<file path="src/rtl/instr_loader_if.sv">
// Byte-stream input and instruction-memory write bus shared by the loader and its environment.
interface instr_loader_if #(
    parameter int ADDR_W = 7
) ();
    logic [7:0]        in_data;
    logic              in_valid;
    logic              in_ready;
    logic              mem_we;
    logic [ADDR_W-1:0] mem_addr;
    logic [31:0]       mem_wdata;

    // The loader consumes the stream and drives the memory bus.
    modport slave (
        input  in_data,
        input  in_valid,
        output in_ready,
        output mem_we,
        output mem_addr,
        output mem_wdata
    );

    // The environment produces the stream and observes the memory bus.
    modport master (
        output in_data,
        output in_valid,
        input  in_ready,
        input  mem_we,
        input  mem_addr,
        input  mem_wdata
    );
endinterface

</file>
<file path="src/rtl/instr_loader.sv">
// Instruction loader: receives a length-prefixed little-endian byte stream,
// writes 32-bit words into instruction memory and releases the cpu reset
// once the whole image has been written.
module instr_loader #(
    parameter int DEPTH_WORDS = 128,
    parameter int ADDR_W      = 7
) (
    input  logic              clk,
    input  logic              rst,
    instr_loader_if.slave     bus,
    input  logic              reload,
    output logic              cpu_rst,
    output logic              done,
    output logic              err,
    output logic [ADDR_W:0]   words_loaded
);

    typedef enum logic [2:0] {
        S_LEN0  = 3'd0,
        S_LEN1  = 3'd1,
        S_DATA  = 3'd2,
        S_FLUSH = 3'd3,
        S_DONE  = 3'd4,
        S_ERR   = 3'd5
    } state_t;

    localparam logic [16:0] DEPTH_L = 17'(DEPTH_WORDS);

    state_t            state_q, state_d;
    logic [15:0]       len_q, len_d;
    logic [1:0]        lane_q, lane_d;
    logic [23:0]       word_q, word_d;
    logic [ADDR_W:0]   words_q, words_d;
    logic              mem_we_q, mem_we_d;
    logic [ADDR_W-1:0] mem_addr_q, mem_addr_d;
    logic [31:0]       mem_wdata_q, mem_wdata_d;

    logic              in_ready_c;
    logic              accept;
    logic [15:0]       len_full;
    logic [ADDR_W:0]   words_next;
    logic              last_word;

    assign accept     = bus.in_valid & in_ready_c;
    // Full word count as it stands once the high length byte arrives.
    assign len_full   = {bus.in_data, len_q[7:0]};
    assign words_next = words_q + 1'b1;
    // The word currently being completed is the final one of the image.
    assign last_word  = (16'(words_next) == len_q);

    // State register.
    always_ff @(posedge clk or posedge rst) begin
        if (rst) begin
            state_q <= S_LEN0;
        end else begin
            state_q <= state_d;
        end
    end

    // Next-state decode driven by accepted bytes and reload requests.
    always_comb begin
        state_d = state_q;
        case (state_q)
            S_LEN0: begin
                if (accept) state_d = S_LEN1;
            end
            S_LEN1: begin
                if (accept) begin
                    if (len_full == 16'd0)
                        state_d = S_DONE;
                    else if ({1'b0, len_full} > DEPTH_L)
                        state_d = S_ERR;
                    else
                        state_d = S_DATA;
                end
            end
            S_DATA: begin
                if (accept && lane_q == 2'd3 && last_word) state_d = S_FLUSH;
            end
            S_FLUSH: begin
                state_d = S_DONE;
            end
            S_DONE, S_ERR: begin
                if (reload) state_d = S_LEN0;
            end
            default: begin
                state_d = S_LEN0;
            end
        endcase
    end

    // Control outputs decoded from the current state.
    always_comb begin
        in_ready_c = 1'b0;
        cpu_rst    = 1'b1;
        done       = 1'b0;
        err        = 1'b0;
        case (state_q)
            S_LEN0, S_LEN1, S_DATA: in_ready_c = 1'b1;
            S_DONE: begin
                cpu_rst = 1'b0;
                done    = 1'b1;
            end
            S_ERR:   err = 1'b1;
            default: ;
        endcase
    end

    // Datapath next-state: length capture, byte-lane assembly and write issue.
    always_comb begin
        len_d       = len_q;
        lane_d      = lane_q;
        word_d      = word_q;
        words_d     = words_q;
        mem_we_d    = 1'b0;
        mem_addr_d  = mem_addr_q;
        mem_wdata_d = mem_wdata_q;
        case (state_q)
            S_LEN0: begin
                if (accept) begin
                    len_d[7:0] = bus.in_data;
                    lane_d     = 2'd0;
                end
            end
            S_LEN1: begin
                if (accept) len_d[15:8] = bus.in_data;
            end
            S_DATA: begin
                if (accept) begin
                    case (lane_q)
                        2'd0: word_d[7:0]   = bus.in_data;
                        2'd1: word_d[15:8]  = bus.in_data;
                        2'd2: word_d[23:16] = bus.in_data;
                        default: begin
                            // Fourth byte completes the word: write it at the running word index.
                            mem_we_d    = 1'b1;
                            mem_addr_d  = words_q[ADDR_W-1:0];
                            mem_wdata_d = {bus.in_data, word_q};
                            words_d     = words_next;
                        end
                    endcase
                    lane_d = lane_q + 2'd1;
                end
            end
            S_DONE, S_ERR: begin
                if (reload) begin
                    len_d   = 16'd0;
                    lane_d  = 2'd0;
                    words_d = '0;
                end
            end
            default: ;
        endcase
    end

    // Datapath registers; reset discards any partially assembled word.
    always_ff @(posedge clk or posedge rst) begin
        if (rst) begin
            len_q       <= 16'd0;
            lane_q      <= 2'd0;
            word_q      <= 24'd0;
            words_q     <= '0;
            mem_we_q    <= 1'b0;
            mem_addr_q  <= '0;
            mem_wdata_q <= 32'd0;
        end else begin
            len_q       <= len_d;
            lane_q      <= lane_d;
            word_q      <= word_d;
            words_q     <= words_d;
            mem_we_q    <= mem_we_d;
            mem_addr_q  <= mem_addr_d;
            mem_wdata_q <= mem_wdata_d;
        end
    end

    assign bus.in_ready  = in_ready_c;
    assign bus.mem_we    = mem_we_q;
    assign bus.mem_addr  = mem_addr_q;
    assign bus.mem_wdata = mem_wdata_q;
    assign words_loaded  = words_q;

endmodule

</file>
<file path="src/flat_wrapper.sv">
// flat-port wrapper written by rule: the top's interface ports become plain ports
module instr_loader_flat 
#(
    parameter int DEPTH_WORDS = 128,
    parameter int ADDR_W      = 7
)
  (clk, rst, reload, cpu_rst, done, err, words_loaded, bus_in_data, bus_in_valid, bus_in_ready, bus_mem_we, bus_mem_addr, bus_mem_wdata);
  instr_loader_if #(.ADDR_W(ADDR_W)) bus_i ();
  input  logic clk;
  input  logic rst;
  input  logic reload;
  output logic cpu_rst;
  output logic done;
  output logic err;
  output logic [ADDR_W:0] words_loaded;
  input wire logic [$bits(bus_i.in_data)-1:0] bus_in_data;
  input wire logic [$bits(bus_i.in_valid)-1:0] bus_in_valid;
  output wire logic [$bits(bus_i.in_ready)-1:0] bus_in_ready;
  output wire logic [$bits(bus_i.mem_we)-1:0] bus_mem_we;
  output wire logic [$bits(bus_i.mem_addr)-1:0] bus_mem_addr;
  output wire logic [$bits(bus_i.mem_wdata)-1:0] bus_mem_wdata;
  assign bus_i.in_data = bus_in_data;
  assign bus_i.in_valid = bus_in_valid;
  assign bus_in_ready = bus_i.in_ready;
  assign bus_mem_we = bus_i.mem_we;
  assign bus_mem_addr = bus_i.mem_addr;
  assign bus_mem_wdata = bus_i.mem_wdata;
  instr_loader #(.DEPTH_WORDS(DEPTH_WORDS), .ADDR_W(ADDR_W)) u_core (.clk(clk), .rst(rst), .bus(bus_i), .reload(reload), .cpu_rst(cpu_rst), .done(done), .err(err), .words_loaded(words_loaded));
endmodule
</file>
<file path="config.mk">
export PLATFORM = sky130hd
export DESIGN_NAME = instr_loader_flat
export DESIGN_NICKNAME = d
export VERILOG_FILES = /design/src/rtl/instr_loader_if.sv /design/src/rtl/instr_loader.sv /design/src/flat_wrapper.sv
export SDC_FILE = /design/constraint.sdc
export NUM_CORES = 1
export LEC_CHECK = 0
export BUFFER_PORTS_ARGS = -buffer_cell sky130_fd_sc_hd__clkbuf_2
export CAP_MARGIN = 20
export CORE_MARGIN = 3
export CORE_UTILIZATION = 45
export DETAILED_ROUTE_END_ITERATION = 10
export GPL_ROUTABILITY_DRIVEN = 1
export HOLD_SLACK_MARGIN = 0.06
export PLACE_DENSITY_LB_ADDON = 0.25
export RECOVER_POWER = 50
export SLEW_MARGIN = 20
export SYNTH_ARGS = -nofsm -noshare
export SYNTH_HDL_FRONTEND = slang
export SYNTH_SLANG_ARGS = --single-unit
</file>
<file path="constraint.sdc">
create_clock -name clk -period 4.4 [get_ports clk]
set_input_delay 1.32 -clock clk [delete_from_list [all_inputs] [get_ports clk]]
set_output_delay 1.32 -clock clk [all_outputs]
set_load 0.02 [all_outputs]
</file>
Yosys cells after proc, flatten, opt, wreduce, memory -nomap -nowiden
Cells that the tools add are included.

storage, ports and cells
  bits of input ports = 12
  word-level logic and storage cells = 78
  output and inout port bits = 52
  register bits after elaboration = 93

operators by class
  $lt $le $gt $ge = 1
  reductions and logical operators = 21
  bitwise gates (word level) = 2
  equality and inequality tests = 15
  $add $sub $neg = 2
  muxes and demuxes = 26

operators with widths
  kind                                                                   number
  8-bit one-hot mux with 2 select lines                                  3
  8-bit 2-to-1 mux                                                       4
  3-bit 2-to-1 mux                                                       6
  3-bit AND reduction                                                    6
  8-bit by 16-bit equality test with 1-bit output                        1
  16-bit by 8-bit > comparator with 1-bit output, second input constant  1
  16-bit zero test                                                       1
  16-bit 2-to-1 mux                                                      1
  3-bit one-hot mux with 5 select lines                                  1
  4-bit AND reduction                                                    3
  8-bit by 1-bit adder with 8-bit output, second input constant          1
  2-bit by 1-bit != test with 1-bit output, second input constant        4
  1-bit 2-to-1 mux                                                       7
  3-bit by 2-bit equality test with 1-bit output, second input constant  2
  3-bit equality test, second input constant                             2
  2-bit 2-to-1 mux                                                       3
  2-bit one-hot mux with 3 select lines                                  1
  2-bit nonzero test                                                     3
  3-bit OR reduction                                                     2
  2-bit equality test, second input constant                             2
  2-bit != test, second input constant                                   2
  3-bit by 1-bit equality test with 1-bit output, second input constant  1
  3-bit zero test                                                        1
  3-bit nonzero test                                                     1
  other kinds (7)                                                        8

Depth between registers and ports, before layout
Gate-level depths: netlist of the first run.

  depth after elaboration = 8
  depth in mapped cells = 8
  mapped depth without buffers = 6

Least setup slack after synthesis of the first run
Ideal clock, no wire load.

  kind = in2reg
  start = input port bus_in_data[4]
  end = register u_core.state_q[1]
  setup time = 0.094 ns
  required time = 4.306 ns
  path slack = 1.696 ns
  cell stages on the path = 4
  buffers on the path = 0
  arrival time = 2.610 ns
  cells stage by stage = or4_1 or3_1 or2_1 a221oi_2

between the ends
  word-level cells in the longest chain between the ends = 5
  elaborated cells on any way between the ends = 6
  those cells by class = order compare (1); mux (4); reduce/logical (1)

RTL lines
  item                                            line                text
  from (decl)                                     flat_wrapper.sv:16  input wire logic [$bits(bus_i.in_data)-1:0] bus_in_data;
  16-bit by 8-bit > comparator with 1-bit output  instr_loader.sv:71  else if ({1'b0, len_full} > DEPTH_L)
  3-bit 2-to-1 mux                                instr_loader.sv:71
  3-bit 2-to-1 mux (*)                            instr_loader.sv:69  if (len_full == 16'd0)
  3-bit 2-to-1 mux (*)                            instr_loader.sv:68  if (accept) begin
  3-bit one-hot mux with 5 select lines (*)       instr_loader.sv:63  case (state_q)
  to (signal assigned)                            instr_loader.sv:56  state_q <= state_d;
  to (decl)                                       instr_loader.sv:29  state_t state_q, state_d;

Mark *: on every way between the ends. The rest lies on a longest branch, timed or not. The select of a mux whose other input is x is not followed.
A chain may end at the register's enable or synchronous reset.

==> results.py, run 1 <==
metrics = {
    "route": {
        "totalWireLength_um": 8960,
        "firstDrtPassIters": 4,
        "ant_nets": 0,
        "routedWlPerCell_um": 16.1,
        "vias": 2963,
        "drt_iter0_drc": 177,
        "viasPerCell": 5.34,
        "drc": 0,
    },
    "grt": {
        "gr-usage-all-layers": 0.195,
        "gr-total-overflow": 0,
        "busiest_layer": "met2",
        "antenna_found_initial": 0,
        "grt_pass1_vias": 3054,
        "grtUsageMet1": 0.271,
        "grt_pass1_wl_um": 15400,
        "grt_max_degree": 57,
        "use_met3": 0.0422,
        "use_met2": 0.304,
    },
    "synth": {
        "yosys.area_share.simple": 0.161,
        "async_reset_ff_frac": 1.00,
        "synth_edf_count": 0,
        "ys_seq_area_frac": 0.575,
        "ys_ff_latch": 93,
        "synthXorXnorAreaFrac": 0.0238,
        "synth.distinct_cells": 42,
        "syn_area_um2": 4050,
        "synth_fa_ha_area_frac": 0.0185,
        "synth_cells": 382,
        "synth_compound_area_frac": 0.0837,
        "synth_fp_nets": 400,
        "ys.flop_type": "dfrtp_1",
        "synth_mux_area_frac": 0.111,
        "postSynthAreaPerCell_um2": 10.6,
        "yosys_warnings": 0,
        "synth_top_family_by_area": "simple AND/OR/NAND/NOR gates",
    },
    "floorplan": {
        "core.rowCount": 33,
        "die_y_um": 101,
        "start_util": 0.478,
        "ios": 64,
        "die_area_um2": 10200,
        "core_area_um2": 8460,
        "die_x_um": 101,
    },
    "power_and_ir_drop": {
        "p_leak_nw": 2.29,
        "p_comb_frac": 0.306,
        "p_sw_frac": 0.373,
        "power_mw": 2.72,
        "switching_power_mw": 1.01,
        "sequentialPowerShare": 0.497,
        "powerDensity_nw_per_um2": 590,
        "intPower_mw": 1.70,
        "peakVddDrop_v": 0.000345,
        "p_clk_frac": 0.197,
    },
    "setup_path": {
        "crit_arrival_ps": 3630,
        "crit_fanout": 56,
        "startpoint_type": "primary input",
        "crit_required_ps": 4740,
        "reg2reg_depth": 7,
        "criticalPathCategory": "in -> async",
        "endpoint_kind": "async pin",
    },
    "sta": {
        "setup-tns-final_ps": 0,
        "setup_violations": 0,
        "hold_viol_final": 0,
        "fin_skew_ps": 10.8,
        "holdWs_ps": 480,
        "period_minus_slack_ps": 3290,
        "rsz0062_at_grt": "false",
        "drv_slew": 57,
        "clock.fmax_ghz": 0.304,
        "tightest_slew_ps": 2390,
        "slew_headroom": -0.604,
        "timing.final.crit_share": 0.748,
    },
    "hold_path": {
        "min_delay_path_depth": 2,
        "hold_class": "reg -> reg",
    },
    "clock_network": {
        "cts_inserted_buffers": 9,
        "cts.path.max_buffers": 2,
        "cts_tree": "done",
        "path_clk_slew_ps": 100,
        "post_cts_resized": 0,
        "cts_setup_buffers": 0,
        "clock_tree.root_cell": "clkbuf_8",
        "clkLatencyLatePin_ps": 370,
        "htree_levels": 3,
        "ctsHoldBuffers": 0,
        "cts.sinks": 93,
    },
    "final_layout": {
        "antennaDiodeCount": 0,
        "mostFrequentLayoutCells": "111 x nand2_1, 93 x dfrtp_1, 40 x mux2_2",
        "drive_gt1_frac": 0.224,
        "multi_input_area_um2": 1610,
        "regArea_um2": 2330,
        "finalInstanceArea_um2": 4610,
        "area_delta_synth_final_pct": 13.7,
        "fillers": 775,
        "final_common_cell": "nand2_1",
        "fin_nets": 463,
    },
    "outcome": {
        "status": "finished with violations",
        "violations": "max-capacitance violations, max-slew violations",
    },
    "placed_design": {
        "postPlaceCellArea_um2": 4470,
        "portBuffers": 63,
        "hpwlAfterDp_um": 6220,
        "place_congestion": 0.823,
    },
    "job": {
        "drv_cap": 1,
    },
}
[critical path: stages]
cell	delay (ps)
clkbuf_1	80
clkinvlp_2	1360
clkbuf_1	850
[area by class of cell]
class | instances | area share
Clock buffer | 9 | 0.0269
Clock inverter | 7 | 0.0120
Inverter | 11 | 0.00923
Multi-Input combinational cell | 262 | 0.350
Sequential cell | 93 | 0.505
Tap cell | 105 | 0.0285
Timing Repair Buffer | 68 | 0.0684
[cells in the mapped netlist (3+ instances only)]
cell      number  area share
a21o_1         3      0.0056
a21oi_1        6      0.0074
and3_1         3      0.0046
buf_2          8      0.0099
clkbuf_1       8      0.0074
dfrtp_1       93        0.57
ha_1           6       0.019
inv_1         11       0.010
mux2_2        40        0.11
nand2_1      111        0.10
nand3_1        3      0.0037
nor2_1         9      0.0083
nor2b_1        3      0.0046
nor4_1         3      0.0046
o21ai_0       28       0.035
or3_1          3      0.0046
xnor2_1        7       0.015
xor2_1         4      0.0086
[through the flow]
stage | worst slack (ps) | utilization | instances
floorplan | 660 | - | 382
global placement | 1130 | 0.528 | 539
global route | 639 | 0.544 | 555
CTS | 1390 | 0.549 | 555
detailed placement | 1010 | 0.528 | 539
finish | 1110 | 0.544 | 555
[flip-flops by register name, summed over array words and instances (netlist names)]
register,count
u_core.word_q,24
u_core.bus.mem_wdata,32
u_core.bus.mem_we,1
u_core.state_q,3
u_core.words_loaded,8
u_core.len_q,16
u_core.bus.mem_addr,7
u_core.lane_q,2
[logic make-up (layout without fill, tap and decap cells)]
| group | Yosys count | after routing |
|---|---|---|
| muxes | 40 | 40 |
| AOI/OAI and AO/OA | 54 | 54 |
| and+or+nand+nor | 151 | 151 |
| buffers and inverters | 27 | 95 |
| adders and majority gates | 6 | 6 |
| xor gates and xnor gates | 11 | 11 |
| DFF | 93 | 93 |
[power by group through the flow]
stage / Sequential (mW) / Combinational, mW / Clock (mW)
5_1_grt: 1.39 / 0.939 / 0.586
6_report: 1.35 / 0.832 / 0.534
3_3_place_gp: 1.35 / 0.831 / 0
4_1_cts: 1.35 / 0.858 / 0.547
2_1_floorplan: 1.44 / 0.501 / 0
3_5_place_dp: 1.36 / 0.854 / 0
[routing by layer]
metal | share of wire | up-vias
met1 | 0.48 | 1471
met5 | 0 | -
li1 | - | 1415
met2 | 0.46 | 64
met3 | 0.043 | 13
met4 | 0.018 | 0
[final timing paths]
| kind | startpoint | end | slack, ps |
|---|---|---|---|
| worst min register to register | u_core.word_q[5] | u_core.bus.mem_wdata[5] | 480 |
| worst min-delay path | u_core.word_q[5] | u_core.bus.mem_wdata[5] | 480 |
| max in group clk | bus_in_valid | u_core.words_loaded[3] | 1340 |
| worst max-delay path | rst | u_core.word_q[21] | 1110 |
| worst max register to register | u_core.state_q[0] | u_core.words_loaded[3] | 2010 |
| min in group asynchronous | rst | u_core.words_loaded[1] | 1580 |
Note: power is estimated with default switching activity, not from simulation.
==> run 2, diff against run 1 <==
==> constraint.sdc (replaced) <==
create_clock -name clk -period 2.95 [get_ports clk]
set_input_delay 0.885 -clock clk [delete_from_list [all_inputs] [get_ports clk]]
set_output_delay 0.885 -clock clk [all_outputs]
set_load 0.02 [all_outputs]
==> results.py, run 2 (synthesis gave the netlist of run 1 again) <==
metrics = {
    "grt": {
        "grt_pass1_vias": 3052,
        "antenna_found_initial": 0,
        "grt_pass1_wl_um": 15400,
        "gr-total-overflow": 0,
        "gr-usage-all-layers": 0.191,
        "grt_max_degree": 40,
    },
    "sta": {
        "tightest_slew_ps": 1370,
        "fin_skew_ps": 9.74,
        "hold_viol_final": 0,
        "clock.fmax_ghz": 0.412,
        "setup_violations": 0,
        "rsz0062_at_grt": "false",
        "period_minus_slack_ps": 2430,
        "setup-tns-final_ps": 0,
        "slew_headroom": 0.0811,
        "timing.final.crit_share": 0.823,
        "drv_slew": 0,
    },
    "floorplan": {
        "start_util": 0.478,
        "core_area_um2": 8460,
        "die_area_um2": 10200,
        "die_y_um": 101,
        "core.rowCount": 33,
        "die_x_um": 101,
        "ios": 64,
    },
    "route": {
        "drt_iter0_drc": 171,
        "viasPerCell": 5.34,
        "drc": 0,
        "totalWireLength_um": 9070,
        "ant_nets": 0,
        "firstDrtPassIters": 4,
        "vias": 2976,
        "routedWlPerCell_um": 16.3,
    },
    "clock_network": {
        "ctsHoldBuffers": 0,
        "cts.sinks": 93,
        "cts_tree": "done",
        "clkLatencyLatePin_ps": 340,
        "cts_inserted_buffers": 9,
        "htree_levels": 3,
        "clock_tree.root_cell": "clkbuf_8",
        "cts.path.max_buffers": 2,
        "post_cts_resized": 0,
        "cts_setup_buffers": 0,
        "path_clk_slew_ps": 90,
    },
    "placed_design": {
        "portBuffers": 63,
        "hpwlAfterDp_um": 6450,
        "place_congestion": 0.830,
        "postPlaceCellArea_um2": 4520,
    },
    "setup_path": {
        "crit_required_ps": 2070,
        "r2r-start": "u_core.words_loaded[0]",
        "crit_path_top_delay_cell": "dfrtp_1",
        "startpoint": "u_core.state_q[2]",
        "cp_slowest_stage_delay_ps": 490,
        "crit_arrival_ps": 1540,
        "startpoint_type": "flip-flop",
        "crit_chain": "inv_1, nor2_1, nand2_1, inv_1, clkbuf_2",
        "crit_fanout": 7,
        "criticalPathCategory": "reg -> out",
        "crit_path_frequent_cell": "inv_1",
        "endpoint_kind": "output port",
    },
    "final_layout": {
        "largest_reg_flops": 32,
        "final_common_cell": "nand2_1",
        "fillers": 732,
        "area_delta_synth_final_pct": 15.4,
        "fin_nets": 466,
        "final_core_util": 0.552,
        "antennaDiodeCount": 0,
        "mostFrequentLayoutCells": "111 x nand2_1, 93 x dfrtp_1, 55 x clkbuf_2",
        "finalInstanceArea_um2": 4670,
        "drive_gt1_frac": 0.261,
    },
    "outcome": {
        "status": "complete, no violations",
    },
    "job": {
        "drv_cap": 0,
    },
    "power_and_ir_drop": {
        "peakVddDrop_v": 0.000450,
        "powerDensity_nw_per_um2": 888,
        "p_leak_nw": 2.37,
    },
    "hold_path": {
        "hold_class": "reg -> reg",
        "hold_start": "u_core.word_q[23]",
    },
}
-- run 2: path summary, 6_finish.rpt --
kind | endpoint | slack (ps) | cells after the start
max in group asynchronous | u_core.word_q[5] | 660 | 3
min in group asynchronous | u_core.bus.mem_addr[5] | 820 | 2
min reg2reg | u_core.bus.mem_wdata[23] | 470 | 2
max reg2reg | u_core.state_q[2] | 730 | 6
max | done | 520 | 5
min | u_core.bus.mem_wdata[23] | 470 | 2
-- run 2: metal layers --
layer  routed length (µm)  part of all wire  GRT usage
met5                    0                 0          0
met4                   48            0.0053     0.0311
met3                  490             0.054     0.0443
met2                 4400              0.49      0.313
met1                 4130              0.46      0.264
-- run 2: power by group --
group          leakage, nW  internal (mW)  switching (mW)  total, mW
registers             1.21           1.71           0.299       2.01
clock network        0.100          0.417           0.435      0.853
logic                 1.05          0.534           0.750       1.28
-- run 2: worst max-delay path, delay by kind of cell (launching register included) --
kind / cells / cell delay, ps
buffers and inverters: 3 / 330
DFF: 1 / 490
and+or+nand+nor: 2 / 380
-- run 2: layout make-up --
type | instances | area (µm²) | area share
clock buffer | 11 | 141 | 0.0303
clock inverter | 4 | 56.3 | 0.0120
inverter | 11 | 42.5 | 0.00910
multi-input combinational | 262 | 1610 | 0.345
sequential | 93 | 2330 | 0.498
tap | 105 | 131 | 0.0281
timing repair buffer | 71 | 363 | 0.0776
-- run 2: through the flow --
step / instances / hold slack, ps / worst slack, ps / power, mW
after global routing: 557 / 487 / 340 / 4.45
after global placement: 542 / 443 / 493 / 3.30
after floorplan: 382 / 433 / 681 / 2.90
final: 557 / 475 / 522 / 4.15
after detailed placement: 542 / 453 / 455 / 3.36
after CTS: 557 / 474 / 538 / 4.22
==> run 3, diff against run 2 <==
==> constraint.sdc (replaced) <==
create_clock -name clk -period 1.9 [get_ports clk]
set_input_delay 0.57 -clock clk [delete_from_list [all_inputs] [get_ports clk]]
set_output_delay 0.57 -clock clk [all_outputs]
set_load 0.02 [all_outputs]
==> results.py, run 3 (synthesis gave the netlist of run 1 again) <==
metrics = {
    "floorplan": {
        "die_y_um": 101,
        "die_area_um2": 10200,
        "core_area_um2": 8460,
        "start_util": 0.478,
        "ios": 64,
        "die_x_um": 101,
        "core.rowCount": 33,
    },
    "hold_path": {
        "hold_class": "in -> async",
    },
    "setup_path": {
        "startpoint": "u_core.state_q[1]",
        "crit_arrival_ps": 1300,
        "startpoint_type": "flip-flop",
        "crit_fanout": 6,
        "cp_slowest_stage_delay_ps": 470,
        "endpoint_kind": "output port",
        "cp_num_buf_inv": 2,
        "crit_chain": "nor2_4, nand2_1, inv_1, clkbuf_4",
        "path_delay_family": "flip-flops",
        "crit_path_top_delay_cell": "dfrtp_2",
        "crit_required_ps": 1330,
        "criticalPathCategory": "reg -> out",
        "r2r-start": "u_core.words_loaded[2]",
    },
    "power_and_ir_drop": {
        "peakVddDrop_v": 0.000746,
        "power_mw": 6.64,
        "powerDensity_nw_per_um2": 1330,
        "p_leak_nw": 2.57,
    },
    "sta": {
        "clock.fmax_ghz": 0.535,
        "setup-tns-final_ps": 0,
        "slew_headroom": 0.486,
        "period_minus_slack_ps": 1870,
        "drv_slew": 0,
        "fin_skew_ps": 18.2,
        "tightest_slew_ps": 771,
        "setup_violations": 0,
        "holdWs_ps": 239,
        "rsz0062_at_grt": "true",
        "hold_viol_final": 0,
        "timing.final.crit_share": 0.984,
    },
    "placed_design": {
        "hpwlAfterDp_um": 6760,
        "place_congestion": 0.793,
        "portBuffers": 63,
        "placedCellCount": 568,
    },
    "grt": {
        "grt_pass1_wl_um": 16100,
        "gr-usage-all-layers": 0.202,
        "antenna_found_initial": 0,
        "gr-total-overflow": 0,
        "grt_pass1_vias": 3235,
        "grt_max_degree": 49,
    },
    "route": {
        "ant_nets": 0,
        "drc": 0,
        "viasPerCell": 5.33,
        "drt_iter0_drc": 163,
        "routedWlPerCell_um": 16.1,
        "totalWireLength_um": 9440,
        "firstDrtPassIters": 4,
        "vias": 3127,
    },
    "final_layout": {
        "multi_input_area_um2": 1640,
        "fin_nets": 495,
        "final_common_cell": "nand2_1",
        "largest_reg_flops": 32,
        "area_delta_synth_final_pct": 23.6,
        "mostFrequentLayoutCells": "110 x nand2_1, 89 x dfrtp_1, 60 x clkbuf_2",
        "drive_gt1_frac": 0.357,
        "fillers": 742,
        "antennaDiodeCount": 0,
        "stdcell_count": 587,
        "regArea_um2": 2330,
    },
    "clock_network": {
        "clkLatencyLatePin_ps": 370,
        "cts.path.max_buffers": 2,
        "cts_inserted_buffers": 9,
        "cts.sinks": 93,
        "path_clk_slew_ps": 100,
        "ctsHoldBuffers": 0,
        "htree_levels": 3,
        "cts_tree": "done",
        "clock_tree.root_cell": "clkbuf_8",
    },
    "job": {
        "drv_cap": 0,
    },
    "outcome": {
        "status": "complete, no violations",
    },
}
-- run 3: cell types whose count changed in the layout (fill, tap and decap cells not counted), moves of 3 or more --
| cell | change |
|---|---|
| dfrtp_1 | -4 |
| clkbuf_1 | -11 |
| clkbuf_2 | +5 |
| dfrtp_2 | +4 |
| buf_4 | +29 |
| buf_12 | +4 |
| inv_8 | +3 |
-- run 3: cell type report --
cell class	instances	area share
Timing Repair Buffer	100	0.131
Clock inverter	7	0.0150
Tap cell	105	0.0263
Clock buffer	9	0.0248
Multi-Input combinational cell	262	0.329
Inverter	11	0.00850
Sequential cell	93	0.466
-- run 3: routing by layer --
layer / up-vias / GRT usage / share of wire
met5: - / 0 / 0
met4: 0 / 0.0622 / 0.019
met1: 1536 / 0.273 / 0.44
met3: 19 / 0.0491 / 0.055
li1: 1483 / - / -
met2: 89 / 0.324 / 0.48
-- run 3: path summary, 6_finish.rpt --
kind	to	slack (ps)	depth (start not counted)
max	done	30	4
min	u_core.bus.mem_addr[0]	240	2
max reg2reg	u_core.state_q[0]	70	5
min reg2reg	u_core.bus.mem_wdata[10]	480	2
max in group asynchronous	u_core.word_q[15]	510	3
min in group clk	u_core.bus.mem_wdata[10]	480	2
-- run 3: repair_timing --
action / in CTS / in global routing
pin swaps: 1 / 0
endpoints found under the setup margin: 5 / 38
buffers inserted: 2 / 1
resized for setup: 5 / 13
-- run 3: through the flow --
stage               instance area (µm²)   util  setup WS, ps
floorplan                          4060      -         -52.8
global placement                   4760  0.563          -289
detailed placement                 4760  0.563          -304
CTS                                4990  0.589         -4.40
global route                       5000  0.591         -58.1
finish                             5000  0.591          30.6
-- run 3: worst register-to-register path: cells and delay by family, from the launching register on --
family	cells	cell delay (ps)
AOI/OAI and AO/OA	3	540
DFF	1	460
and+or+nand+nor	2	730
-- run 3: power breakdown --
group | switching [mW] | total [mW] | internal (mW) | leakage [nW]
clock network | 0.790 | 1.31 | 0.521 | 0.0985
logic | 1.25 | 2.22 | 0.970 | 1.26
registers | 0.443 | 3.11 | 2.66 | 1.21
total | 2.48 | 6.64 | 4.16 | 2.57
